## config.mk

```make
export PLATFORM = sky130hd
export DESIGN_NAME = lc3_isdu_flat
export DESIGN_NICKNAME = d
export VERILOG_FILES = /design/src/rtl/lc3_pkg.sv /design/src/rtl/lc3_isdu_if.sv /design/src/rtl/lc3_isdu_waitctr.sv /design/src/rtl/lc3_isdu.sv /design/src/flat_wrapper.sv
export SDC_FILE = /design/constraint.sdc
export NUM_CORES = 1
export LEC_CHECK = 0
export ABC_AREA = 1
export ABC_CLOCK_PERIOD_IN_PS = 1200
export CORE_MARGIN = 5
export CORE_UTILIZATION = 34
export DETAILED_ROUTE_END_ITERATION = 8
export PLACE_DENSITY = 0.79
export SLEW_MARGIN = 20
export SYNTH_ARGS = -nofsm -noshare
export SYNTH_HDL_FRONTEND = slang
export SYNTH_SLANG_ARGS = --single-unit
```

## constraint.sdc

```tcl
create_clock -name Clk -period 1.2 [get_ports Clk]
set_input_delay 0.12 -clock Clk [delete_from_list [all_inputs] [get_ports Clk]]
set_output_delay 0.12 -clock Clk [all_outputs]
set_load 0.005 [all_outputs]
```

## src/rtl/lc3_pkg.sv

```systemverilog
// Shared LC-3 control encodings: opcodes, ALU and mux select codes, and the
// ISDU state enum used by the sequencer and its debug port.
package lc3_pkg;

  localparam logic [3:0] OP_BR    = 4'b0000;
  localparam logic [3:0] OP_ADD   = 4'b0001;
  localparam logic [3:0] OP_JSR   = 4'b0100;
  localparam logic [3:0] OP_AND   = 4'b0101;
  localparam logic [3:0] OP_LDR   = 4'b0110;
  localparam logic [3:0] OP_STR   = 4'b0111;
  localparam logic [3:0] OP_NOT   = 4'b1001;
  localparam logic [3:0] OP_JMP   = 4'b1100;
  localparam logic [3:0] OP_PAUSE = 4'b1101;

  localparam logic [1:0] ALUK_ADD   = 2'b00;
  localparam logic [1:0] ALUK_AND   = 2'b01;
  localparam logic [1:0] ALUK_NOT   = 2'b10;
  localparam logic [1:0] ALUK_PASSA = 2'b11;

  localparam logic [1:0] PCMUX_INC   = 2'b00;
  localparam logic [1:0] PCMUX_BUS   = 2'b01;
  localparam logic [1:0] PCMUX_ADDER = 2'b10;

  localparam logic [1:0] ADDR2_ZERO  = 2'b00;
  localparam logic [1:0] ADDR2_OFF6  = 2'b01;
  localparam logic [1:0] ADDR2_OFF9  = 2'b10;
  localparam logic [1:0] ADDR2_OFF11 = 2'b11;

  typedef enum logic [4:0] {
    ST_HALTED, ST_F_MAR, ST_F_RD, ST_F_IR, ST_DECODE,
    ST_ADD, ST_AND, ST_NOT,
    ST_LDR_MAR, ST_LDR_RD, ST_LDR_WB,
    ST_STR_MAR, ST_STR_MDR, ST_STR_WR,
    ST_JSR_SAVE, ST_JSR_PC, ST_JMP,
    ST_BR_TEST, ST_BR_TAKE,
    ST_PAUSE_HI, ST_PAUSE_LO
  } isdu_state_e;

  // States that hold a memory strobe for MEM_WAIT+1 cycles.
  function automatic logic is_mem_state(input isdu_state_e s);
    return (s == ST_F_RD) || (s == ST_LDR_RD) || (s == ST_STR_WR);
  endfunction

endpackage

```

## src/rtl/lc3_isdu_if.sv

```systemverilog
// LC-3 ISDU control bus: front-panel and datapath inputs plus every load,
// gate, mux select and memory strobe the sequencer drives.
interface lc3_isdu_if;
  // No valid/ready handshake here: Run and Continue are level-sampled
  // buttons, and every output is a per-cycle strobe valid for that cycle only.
  logic        Run;
  logic        Continue;
  logic [15:0] IR;
  logic        BEN;

  logic LD_MAR, LD_MDR, LD_IR, LD_BEN, LD_CC, LD_REG, LD_PC;
  logic GatePC, GateMDR, GateALU, GateMARMUX;
  logic [1:0] PCMUX;
  logic DRMUX, SR1MUX, SR2MUX, ADDR1MUX;
  logic [1:0] ADDR2MUX;
  logic [1:0] ALUK;
  logic Mem_OE, Mem_WE;
  logic Pause_Active;

  modport master (
    input  Run, Continue, IR, BEN,
    output LD_MAR, LD_MDR, LD_IR, LD_BEN, LD_CC, LD_REG, LD_PC,
    output GatePC, GateMDR, GateALU, GateMARMUX,
    output PCMUX, DRMUX, SR1MUX, SR2MUX, ADDR1MUX, ADDR2MUX, ALUK,
    output Mem_OE, Mem_WE, Pause_Active
  );

  modport slave (
    output Run, Continue, IR, BEN,
    input  LD_MAR, LD_MDR, LD_IR, LD_BEN, LD_CC, LD_REG, LD_PC,
    input  GatePC, GateMDR, GateALU, GateMARMUX,
    input  PCMUX, DRMUX, SR1MUX, SR2MUX, ADDR1MUX, ADDR2MUX, ALUK,
    input  Mem_OE, Mem_WE, Pause_Active
  );
endinterface

```

## src/rtl/lc3_isdu_waitctr.sv

```systemverilog
// Memory wait counter: counts cycles spent in a memory state and flags the
// last one (count == MEM_WAIT). Clear restarts the count at zero.
module lc3_isdu_waitctr #(
  parameter int unsigned MEM_WAIT = 2
) (
  input  logic clk_i,
  input  logic rst_n_i,
  input  logic clr_i,
  output logic done_o
);

  logic [2:0] count_q, count_d;

  always_comb begin
    count_d = clr_i ? 3'd0 : count_q + 3'd1;
  end

  always_ff @(posedge clk_i or negedge rst_n_i) begin
    if (!rst_n_i) count_q <= 3'd0;
    else          count_q <= count_d;
  end

  assign done_o = (count_q == 3'(MEM_WAIT));

endmodule

```

## src/rtl/lc3_isdu.sv

```systemverilog
// Multi-cycle LC-3 instruction sequencer/decoder. Outputs decode the state
// register directly. Define ISDU_PAUSE_EN to build the opcode-1101 pause states.
module lc3_isdu
  import lc3_pkg::*;
#(
  parameter int unsigned MEM_WAIT = 2
) (
  input  logic              Clk,
  input  logic              Reset_n,
  lc3_isdu_if.master        bus,
  output isdu_state_e       state_dbg_o
);

  isdu_state_e state_q, state_d;
  logic        wait_clr, wait_done;

  // Counter sits at zero outside memory states, so every entry starts fresh.
  assign wait_clr = !is_mem_state(state_q) || wait_done;

  lc3_isdu_waitctr #(.MEM_WAIT(MEM_WAIT)) u_waitctr (
    .clk_i   (Clk),
    .rst_n_i (Reset_n),
    .clr_i   (wait_clr),
    .done_o  (wait_done)
  );

  always_comb begin
    state_d = state_q;
    case (state_q)
      ST_HALTED:   if (bus.Run) state_d = ST_F_MAR;
      ST_F_MAR:    state_d = ST_F_RD;
      ST_F_RD:     if (wait_done) state_d = ST_F_IR;
      ST_F_IR:     state_d = ST_DECODE;
      ST_DECODE: begin
        case (bus.IR[15:12])
          OP_ADD:   state_d = ST_ADD;
          OP_AND:   state_d = ST_AND;
          OP_NOT:   state_d = ST_NOT;
          OP_LDR:   state_d = ST_LDR_MAR;
          OP_STR:   state_d = ST_STR_MAR;
          OP_JSR:   state_d = bus.IR[11] ? ST_JSR_SAVE : ST_F_MAR;
          OP_JMP:   state_d = ST_JMP;
          OP_BR:    state_d = ST_BR_TEST;
`ifdef ISDU_PAUSE_EN
          OP_PAUSE: state_d = ST_PAUSE_HI;
`endif
          default:  state_d = ST_F_MAR;
        endcase
      end
      ST_ADD, ST_AND, ST_NOT: state_d = ST_F_MAR;
      ST_LDR_MAR:  state_d = ST_LDR_RD;
      ST_LDR_RD:   if (wait_done) state_d = ST_LDR_WB;
      ST_LDR_WB:   state_d = ST_F_MAR;
      ST_STR_MAR:  state_d = ST_STR_MDR;
      ST_STR_MDR:  state_d = ST_STR_WR;
      ST_STR_WR:   if (wait_done) state_d = ST_F_MAR;
      ST_JSR_SAVE: state_d = ST_JSR_PC;
      ST_JSR_PC:   state_d = ST_F_MAR;
      ST_JMP:      state_d = ST_F_MAR;
      ST_BR_TEST:  state_d = bus.BEN ? ST_BR_TAKE : ST_F_MAR;
      ST_BR_TAKE:  state_d = ST_F_MAR;
`ifdef ISDU_PAUSE_EN
      // Two-phase handshake so one held button releases exactly one pause.
      ST_PAUSE_HI: if (bus.Continue) state_d = ST_PAUSE_LO;
      ST_PAUSE_LO: if (!bus.Continue) state_d = ST_F_MAR;
`endif
      default:     state_d = ST_HALTED;
    endcase
  end

  always_ff @(posedge Clk or negedge Reset_n) begin
    if (!Reset_n) state_q <= ST_HALTED;
    else          state_q <= state_d;
  end

  assign state_dbg_o = state_q;

  always_comb begin
    bus.LD_MAR     = 1'b0;
    bus.LD_MDR     = 1'b0;
    bus.LD_IR      = 1'b0;
    bus.LD_BEN     = 1'b0;
    bus.LD_CC      = 1'b0;
    bus.LD_REG     = 1'b0;
    bus.LD_PC      = 1'b0;
    bus.GatePC     = 1'b0;
    bus.GateMDR    = 1'b0;
    bus.GateALU    = 1'b0;
    bus.GateMARMUX = 1'b0;
    bus.PCMUX      = PCMUX_INC;
    bus.DRMUX      = 1'b0;
    bus.SR1MUX     = 1'b0;
    bus.SR2MUX     = 1'b0;
    bus.ADDR1MUX   = 1'b0;
    bus.ADDR2MUX   = ADDR2_ZERO;
    bus.ALUK       = ALUK_ADD;
    bus.Mem_OE     = 1'b0;
    bus.Mem_WE     = 1'b0;
    case (state_q)
      ST_F_MAR: begin
        bus.GatePC = 1'b1; bus.LD_MAR = 1'b1; bus.LD_PC = 1'b1; bus.PCMUX = PCMUX_INC;
      end
      ST_F_RD, ST_LDR_RD: begin
        bus.Mem_OE = 1'b1; bus.LD_MDR = 1'b1;
      end
      ST_F_IR:   begin bus.GateMDR = 1'b1; bus.LD_IR = 1'b1; end
      ST_DECODE: bus.LD_BEN = 1'b1;
      ST_ADD, ST_AND, ST_NOT: begin
        bus.SR1MUX  = 1'b1;
        bus.SR2MUX  = bus.IR[5];
        bus.ALUK    = (state_q == ST_ADD) ? ALUK_ADD :
                      (state_q == ST_AND) ? ALUK_AND : ALUK_NOT;
        bus.GateALU = 1'b1; bus.LD_REG = 1'b1; bus.LD_CC = 1'b1;
      end
      // Base register lives in IR[8:6], so SR1 must point there for ADDR1MUX=1.
      ST_LDR_MAR, ST_STR_MAR: begin
        bus.SR1MUX = 1'b1; bus.ADDR1MUX = 1'b1; bus.ADDR2MUX = ADDR2_OFF6;
        bus.GateMARMUX = 1'b1; bus.LD_MAR = 1'b1;
      end
      ST_LDR_WB: begin
        bus.GateMDR = 1'b1; bus.LD_REG = 1'b1; bus.LD_CC = 1'b1;
      end
      ST_STR_MDR: begin
        bus.SR1MUX = 1'b0; bus.ALUK = ALUK_PASSA; bus.GateALU = 1'b1; bus.LD_MDR = 1'b1;
      end
      ST_STR_WR:   bus.Mem_WE = 1'b1;
      ST_JSR_SAVE: begin bus.GatePC = 1'b1; bus.DRMUX = 1'b1; bus.LD_REG = 1'b1; end
      ST_JSR_PC: begin
        bus.ADDR2MUX = ADDR2_OFF11; bus.ADDR1MUX = 1'b0; bus.PCMUX = PCMUX_ADDER; bus.LD_PC = 1'b1;
      end
      ST_JMP: begin
        bus.SR1MUX = 1'b1; bus.ALUK = ALUK_PASSA; bus.GateALU = 1'b1;
        bus.PCMUX = PCMUX_BUS; bus.LD_PC = 1'b1;
      end
      ST_BR_TAKE: begin
        bus.ADDR2MUX = ADDR2_OFF9; bus.PCMUX = PCMUX_ADDER; bus.LD_PC = 1'b1;
      end
      default: ;
    endcase
  end

`ifdef ISDU_PAUSE_EN
  assign bus.Pause_Active = (state_q == ST_PAUSE_HI) || (state_q == ST_PAUSE_LO);
`else
  logic unused_continue;
  assign unused_continue  = bus.Continue;
  assign bus.Pause_Active = 1'b0;
`endif

  logic unused_ir_bits;
  assign unused_ir_bits = ^{bus.IR[10:6], bus.IR[4:0]};

endmodule

```

## src/flat_wrapper.sv

```systemverilog
// flat-port wrapper written by rule: the top's interface ports become plain ports
module lc3_isdu_flat import lc3_pkg::*;
#(
  parameter int unsigned MEM_WAIT = 2
)
  (Clk, Reset_n, state_dbg_o, bus_Run, bus_Continue, bus_IR, bus_BEN, bus_LD_MAR, bus_LD_MDR, bus_LD_IR, bus_LD_BEN, bus_LD_CC, bus_LD_REG, bus_LD_PC, bus_GatePC, bus_GateMDR, bus_GateALU, bus_GateMARMUX, bus_PCMUX, bus_DRMUX, bus_SR1MUX, bus_SR2MUX, bus_ADDR1MUX, bus_ADDR2MUX, bus_ALUK, bus_Mem_OE, bus_Mem_WE, bus_Pause_Active);
  lc3_isdu_if bus_i ();
  input  logic Clk;
  input  logic Reset_n;
  output isdu_state_e state_dbg_o;
  input wire logic [$bits(bus_i.Run)-1:0] bus_Run;
  input wire logic [$bits(bus_i.Continue)-1:0] bus_Continue;
  input wire logic [$bits(bus_i.IR)-1:0] bus_IR;
  input wire logic [$bits(bus_i.BEN)-1:0] bus_BEN;
  output wire logic [$bits(bus_i.LD_MAR)-1:0] bus_LD_MAR;
  output wire logic [$bits(bus_i.LD_MDR)-1:0] bus_LD_MDR;
  output wire logic [$bits(bus_i.LD_IR)-1:0] bus_LD_IR;
  output wire logic [$bits(bus_i.LD_BEN)-1:0] bus_LD_BEN;
  output wire logic [$bits(bus_i.LD_CC)-1:0] bus_LD_CC;
  output wire logic [$bits(bus_i.LD_REG)-1:0] bus_LD_REG;
  output wire logic [$bits(bus_i.LD_PC)-1:0] bus_LD_PC;
  output wire logic [$bits(bus_i.GatePC)-1:0] bus_GatePC;
  output wire logic [$bits(bus_i.GateMDR)-1:0] bus_GateMDR;
  output wire logic [$bits(bus_i.GateALU)-1:0] bus_GateALU;
  output wire logic [$bits(bus_i.GateMARMUX)-1:0] bus_GateMARMUX;
  output wire logic [$bits(bus_i.PCMUX)-1:0] bus_PCMUX;
  output wire logic [$bits(bus_i.DRMUX)-1:0] bus_DRMUX;
  output wire logic [$bits(bus_i.SR1MUX)-1:0] bus_SR1MUX;
  output wire logic [$bits(bus_i.SR2MUX)-1:0] bus_SR2MUX;
  output wire logic [$bits(bus_i.ADDR1MUX)-1:0] bus_ADDR1MUX;
  output wire logic [$bits(bus_i.ADDR2MUX)-1:0] bus_ADDR2MUX;
  output wire logic [$bits(bus_i.ALUK)-1:0] bus_ALUK;
  output wire logic [$bits(bus_i.Mem_OE)-1:0] bus_Mem_OE;
  output wire logic [$bits(bus_i.Mem_WE)-1:0] bus_Mem_WE;
  output wire logic [$bits(bus_i.Pause_Active)-1:0] bus_Pause_Active;
  assign bus_i.Run = bus_Run;
  assign bus_i.Continue = bus_Continue;
  assign bus_i.IR = bus_IR;
  assign bus_i.BEN = bus_BEN;
  assign bus_LD_MAR = bus_i.LD_MAR;
  assign bus_LD_MDR = bus_i.LD_MDR;
  assign bus_LD_IR = bus_i.LD_IR;
  assign bus_LD_BEN = bus_i.LD_BEN;
  assign bus_LD_CC = bus_i.LD_CC;
  assign bus_LD_REG = bus_i.LD_REG;
  assign bus_LD_PC = bus_i.LD_PC;
  assign bus_GatePC = bus_i.GatePC;
  assign bus_GateMDR = bus_i.GateMDR;
  assign bus_GateALU = bus_i.GateALU;
  assign bus_GateMARMUX = bus_i.GateMARMUX;
  assign bus_PCMUX = bus_i.PCMUX;
  assign bus_DRMUX = bus_i.DRMUX;
  assign bus_SR1MUX = bus_i.SR1MUX;
  assign bus_SR2MUX = bus_i.SR2MUX;
  assign bus_ADDR1MUX = bus_i.ADDR1MUX;
  assign bus_ADDR2MUX = bus_i.ADDR2MUX;
  assign bus_ALUK = bus_i.ALUK;
  assign bus_Mem_OE = bus_i.Mem_OE;
  assign bus_Mem_WE = bus_i.Mem_WE;
  assign bus_Pause_Active = bus_i.Pause_Active;
  lc3_isdu #(.MEM_WAIT(MEM_WAIT)) u_core (.Clk(Clk), .Reset_n(Reset_n), .bus(bus_i), .state_dbg_o(state_dbg_o));
endmodule
```

After elaboration in Yosys (flattened, before gate mapping)
Cells that the tools add are included.

storage, ports and cells
  output and inout bits = 29
  bits in registers = 8
  bits of input ports = 21

cells by class
  eq/ne operators = 30
  add/subtract/negate cells = 1
  reductions and logical operators = 22
  muxes and demuxes = 30

operators by type and width
  operator                                             number
  case mux 5 bit (13 select lines)                     1
  equality test 5 x 4 -> 1 bit, second input constant  8
  case mux 5 bit (8 select lines)                      1
  two-way mux 5 bit                                    5
  equality test 5 x 3 -> 1 bit, second input constant  4
  equality test 4 x 3 -> 1 bit, second input constant  4
  two-way mux 1 bit                                    16
  equality test 5 bit, second input constant           3
  OR reduction 2 bit                                   6
  equality test 5 x 2 -> 1 bit, second input constant  2
  OR reduction 5 bit                                   2
  OR reduction 3 bit                                   3
  equality test 4 bit, second input constant           2
  case mux 2 bit (2 select lines)                      2
  OR reduction 4 bit                                   2
  OR reduction 7 bit                                   1
  != test 2 x 1 -> 1 bit, second input constant        3
  case mux 2 bit (3 select lines)                      1
  OR reduction 6 bit                                   1
  equality test 5 x 1 -> 1 bit, second input constant  1
  logical NOT 5 bit                                    1
  equality test 4 x 1 -> 1 bit, second input constant  1
  logical NOT 4 bit                                    1
  two-way mux 2 bit                                    2
  other kinds (8)                                      10

Depth between registers and ports, before layout
  depth in word-level cells = 6
  gate-level depth with buffers = 11

Modules after synthesis
A second synthesis with hierarchy kept.

unflattened totals
  cells, all modules = 151
  area total of the unflattened synthesis = 829.5 um^2

modules (own cells, without submodules)
  module            area an instance (um^2)  instances  cells each  seq. area each (um^2)
  lc3_isdu          691.9                    1          136         125.1
  lc3_isdu_waitctr  137.6                    1          15          75.1

Worst setup path before layout
No wires, ideal clock.

  kind = flip-flop to flip-flop
  start point = register u_core.state_q[2], in the netlist u_core.state_dbg_o[2]
  end point = register u_core.state_q[0], in the netlist u_core.state_dbg_o[0]
  slack = -70 ps
  data arrival time = 1205 ps
  setup time = 65 ps
  cell stages (with the launch flop) = 10
  path through = dfrtp_1 > nor2_1 > nand3_2 > nand2_2 > inv_2 > nand2_2 > nand2_2 > nand2_1 > nand2_1 > nand2_1

between the ends
  longest elaborated chain between the ends = 3
  elaborated cells on any way between the ends = 26
  those cells by class = eq/ne (22); mux (1); reduce/logical (3)

ends and longest elaborated chain
  what                                                                            line            text
  start: declaration                                                              lc3_isdu.sv:14  isdu_state_e state_q, state_d;
  start signal: assignment                                                        lc3_isdu.sv:73  else state_q <= state_d;
  equality test 5 x 3 -> 1 bit (tied with other cells)                            lc3_isdu.sv:29  case (state_q)
  OR reduction 7 bit (no source line) (tied with other cells)                     n/a
  case mux 5 bit (13 select lines) / AND reduction 4 bit (equally long branches)  n/a

Parallel ways exist; a longest one is shown, timed or not.
A chain may end at the register's enable or synchronous reset.

Worst setup path after layout
Ends and elaborated chain as after synthesis.

==> impl_metrics.ini <==
[finish]
instances_no_fill = 289
final_core_utilization = 0.938
highest_count_cells_in_the_layout_ignoring_fill_and_taps = sky130_fd_sc_hd__buf_6, sky130_fd_sc_hd__buf_4, sky130_fd_sc_hd__nand2_1, sky130_fd_sc_hd__inv_1, sky130_fd_sc_hd__buf_2
most_common_cell_after_layout_fill_and_taps_aside = sky130_fd_sc_hd__buf_6
drive_above_1_share = 0.683
num_antenna_cells = 0
final_net_count = 284
flow.area_growth_from_synthesis_pct = 168

[pwr]
clockPowerShare = 0.034
power_per_cell_area_nw_per_um2 = 2550
share_comb_of_total_power = 0.870
power_report.internal_total_mw = 3.07
switching_share = 0.477
static-leakage-power_nw = 1.22
irDropWorstVdd_mv = 2.15
power.sequential.fraction = 0.096
power.switching_mw = 2.80

[route]
drt_pre_antenna_iters = 4
drc = 0
detail_route.vias_per_cell = 5.16
drt_iter0_drc = 95
drt_wl_total_mm = 5.66
detailroute.via_count = 1492
wire_per_inst_um = 19.6
antenna_violating_nets_post_route = 0

[timing]
final_hold_viol_count = 0
maxSlewViolCount = 0
finalClockSkew_ps = 5.45
least_setup_slack_across_all_paths_after_layout_ps = -624
worst_hold_slack_ps = 141
final-setup-viol-count = 32
maxClockFrequency_mhz = 548
period_minus_slack_ps = 1820
final_min_period_over_clock_period = 1.52
rsz0062_at_grt = yes

[yosys]
syn_nets = 172
synth-seq-cells = 8
postSynthAreaPerCell_um2 = 5.77
synthesis.yosys.warnings = 0
seq_area_frac_synth = 0.233
mappedNetlistArea_um2 = 860
netlist_instances = 149
yosysUniqueCellTypes = 24

[die]
floorplan.io_pins = 50
core_box_area_um2 = 2450
rows = 18
floorplan.initialDensity = 0.350
fp.dieW_um = 60.3
die_height_um = 60.3
design.die.area_um2 = 3630

[place]
portBuffers = 37
dp_hpwl_mm = 2.40
gp_congestion = 0.862
place_inst = 248

[cts]
clock-root-buffer = sky130_fd_sc_hd__clkbuf_4
cts_hold_repair.buffers = 0
htree_levels = 1
clock_latency_ps = 250
clock_buffer_depth = 2
cts.reportedPaths.clkPinSlew_ps = 60
clock-sinks = 8
cts_made_buffers = 3
clock_tree_from_tritoncts = yes

[setup_path]
regToRegStartpoint = u_core.state_dbg_o[2]
worstSetupEndpointType = register
critical_path.reg2reg.endpoint = u_core.state_dbg_o[0]
crit_path_start_kind = register
rr_worst_depth = 11
path_max_fanout = 4
setup.reg_to_reg.worst_slack_ps = -620
timing.critical_path.required_ps = 1330
timing.critical_path.arrival_ps = 1950
path_class = reg2reg

[run_status]
status = finished with violations
failed_checks = setup timing

[grt]
first_pass_grt_wire_length_mm = 7.27
grt_use_total = 0.275
globalRouteOverflowTotal = 0
grt_pass1_vias = 1515
grt_antenna_before_repair = 0
pin_count_of_the_biggest_net_entering_global_routing = 9

[job]
max_cap_viol_count = 0

[hold_path]
worst_hold_path_type = in2async
==> worst max-delay path, cell delays in order (launching register included) <==
cell and delay [ps]:
sky130_fd_sc_hd__dfrtp_2 460, sky130_fd_sc_hd__buf_6 150, sky130_fd_sc_hd__nand3_4 90, sky130_fd_sc_hd__nor2_4 60, sky130_fd_sc_hd__buf_6 130, sky130_fd_sc_hd__buf_4 140, sky130_fd_sc_hd__nor2_1 140, sky130_fd_sc_hd__nand3_1 110
sky130_fd_sc_hd__nor2_2 150, sky130_fd_sc_hd__nand2_1 90, sky130_fd_sc_hd__nand2_1 120, sky130_fd_sc_hd__nand2_1 80
==> power groups by stage <==
stage	Clock (mW)	Combinational, mW	Sequential, mW
4_1_cts	0.204	4.07	0.528
5_1_grt	0.224	5.30	0.576
3_3_place_gp	0	2.73	0.481
6_report	0.199	5.11	0.563
2_1_floorplan	0	1.09	0.533
3_5_place_dp	0	2.79	0.487
==> repair_timing <==
item | in CTS | in global routing
endpoints found under the hold margin | 0 | 0
resized for setup | 213 | 47
setup endpoints to repair | 36 | 35
gates cloned | 0 | 0
pin swaps | 38 | 21
setup buffers | 39 | 17
==> cells in the mapped netlist <==
library cell,number,share of area
sky130_fd_sc_hd__a21oi_2,1,0.010
sky130_fd_sc_hd__inv_4,1,0.0073
sky130_fd_sc_hd__conb_1,1,0.0044
sky130_fd_sc_hd__a21oi_1,1,0.0058
sky130_fd_sc_hd__o2111ai_1,1,0.010
sky130_fd_sc_hd__nor2_4,1,0.013
sky130_fd_sc_hd__nand2_1,45,0.20
sky130_fd_sc_hd__nand3_1,12,0.070
sky130_fd_sc_hd__nor3_1,1,0.0058
sky130_fd_sc_hd__inv_1,24,0.10
sky130_fd_sc_hd__o21ai_0,6,0.035
sky130_fd_sc_hd__nand4_1,2,0.015
sky130_fd_sc_hd__inv_2,4,0.017
sky130_fd_sc_hd__nor3_2,1,0.012
sky130_fd_sc_hd__nand3_2,3,0.035
sky130_fd_sc_hd__dfrtp_1,8,0.23
sky130_fd_sc_hd__or2_2,1,0.0073
sky130_fd_sc_hd__nor2_1,23,0.10
sky130_fd_sc_hd__nand2_2,4,0.029
sky130_fd_sc_hd__o32ai_1,1,0.010
sky130_fd_sc_hd__xnor2_1,1,0.010
sky130_fd_sc_hd__buf_4,2,0.017
sky130_fd_sc_hd__ha_1,2,0.029
sky130_fd_sc_hd__nor2_2,3,0.022
==> how the worst max path moves through the flow <==
stage                               start                     to  cells past startpoint
floorplan           u_core.state_dbg_o[4]  u_core.state_dbg_o[1]                      9
global placement    u_core.state_dbg_o[0]             bus_LD_REG                      7
global route        u_core.state_dbg_o[1]  u_core.state_dbg_o[0]                     12
CTS                 u_core.state_dbg_o[1]              bus_LD_PC                      8
detailed placement  u_core.state_dbg_o[0]              bus_LD_PC                      6
finish              u_core.state_dbg_o[2]  u_core.state_dbg_o[0]                     11
==> per-layer routing <==
| metal | GRT usage | routed length (um) | vias to the layer above |
|---|---|---|---|
| met5 | 0 | 0 | - |
| met4 | 0.155 | 332 | 0 |
| met3 | 0.0389 | 348 | 34 |
| met2 | 0.506 | 2810 | 98 |
| met1 | 0.295 | 2170 | 682 |
| li1 | - | - | 678 |
==> through the flow <==
step / power (mW) / setup TNS [ps] / worst slack (ps) / area (um^2)
after CTS: 4.80 / -9110 / -404 / 2070
after detailed placement: 3.27 / -11640 / -502 / 1550
after floorplan: 1.63 / -91.0 / -29.7 / 887
after global routing: 6.10 / -14200 / -644 / 2300
final: 5.87 / -12470 / -624 / 2300
after global placement: 3.21 / -10770 / -476 / 1550
==> cell families (layout without fill, tap and decap cells) <==
family          count (synthesis)  after routing  share of synthesized area
flops                           8              8                      0.233
buf+inv                        31            141                      0.147
compound gates                 10             10                     0.0713
other cells                     1              1                    0.00436
simple gates                   96             96                      0.505
fa+ha+maj                       2              2                     0.0291
xor+xnor                        1              1                     0.0102
==> final cells by class <==
type	count	area, um^2
Sequential cell	8	206
Tap cell	30	37.5
Multi-Input combinational cell	110	868
Fill cell	69	151
Clock buffer	3	22.5
Inverter	29	136
Timing Repair Buffer	109	1030
==> sequential cells by signal (all words and copies together) (netlist names) <==
register and flops:
u_core.state_dbg_o 5, u_core.u_waitctr.count_q 3
No activity file was read; power rests on OpenSTA's default activity.
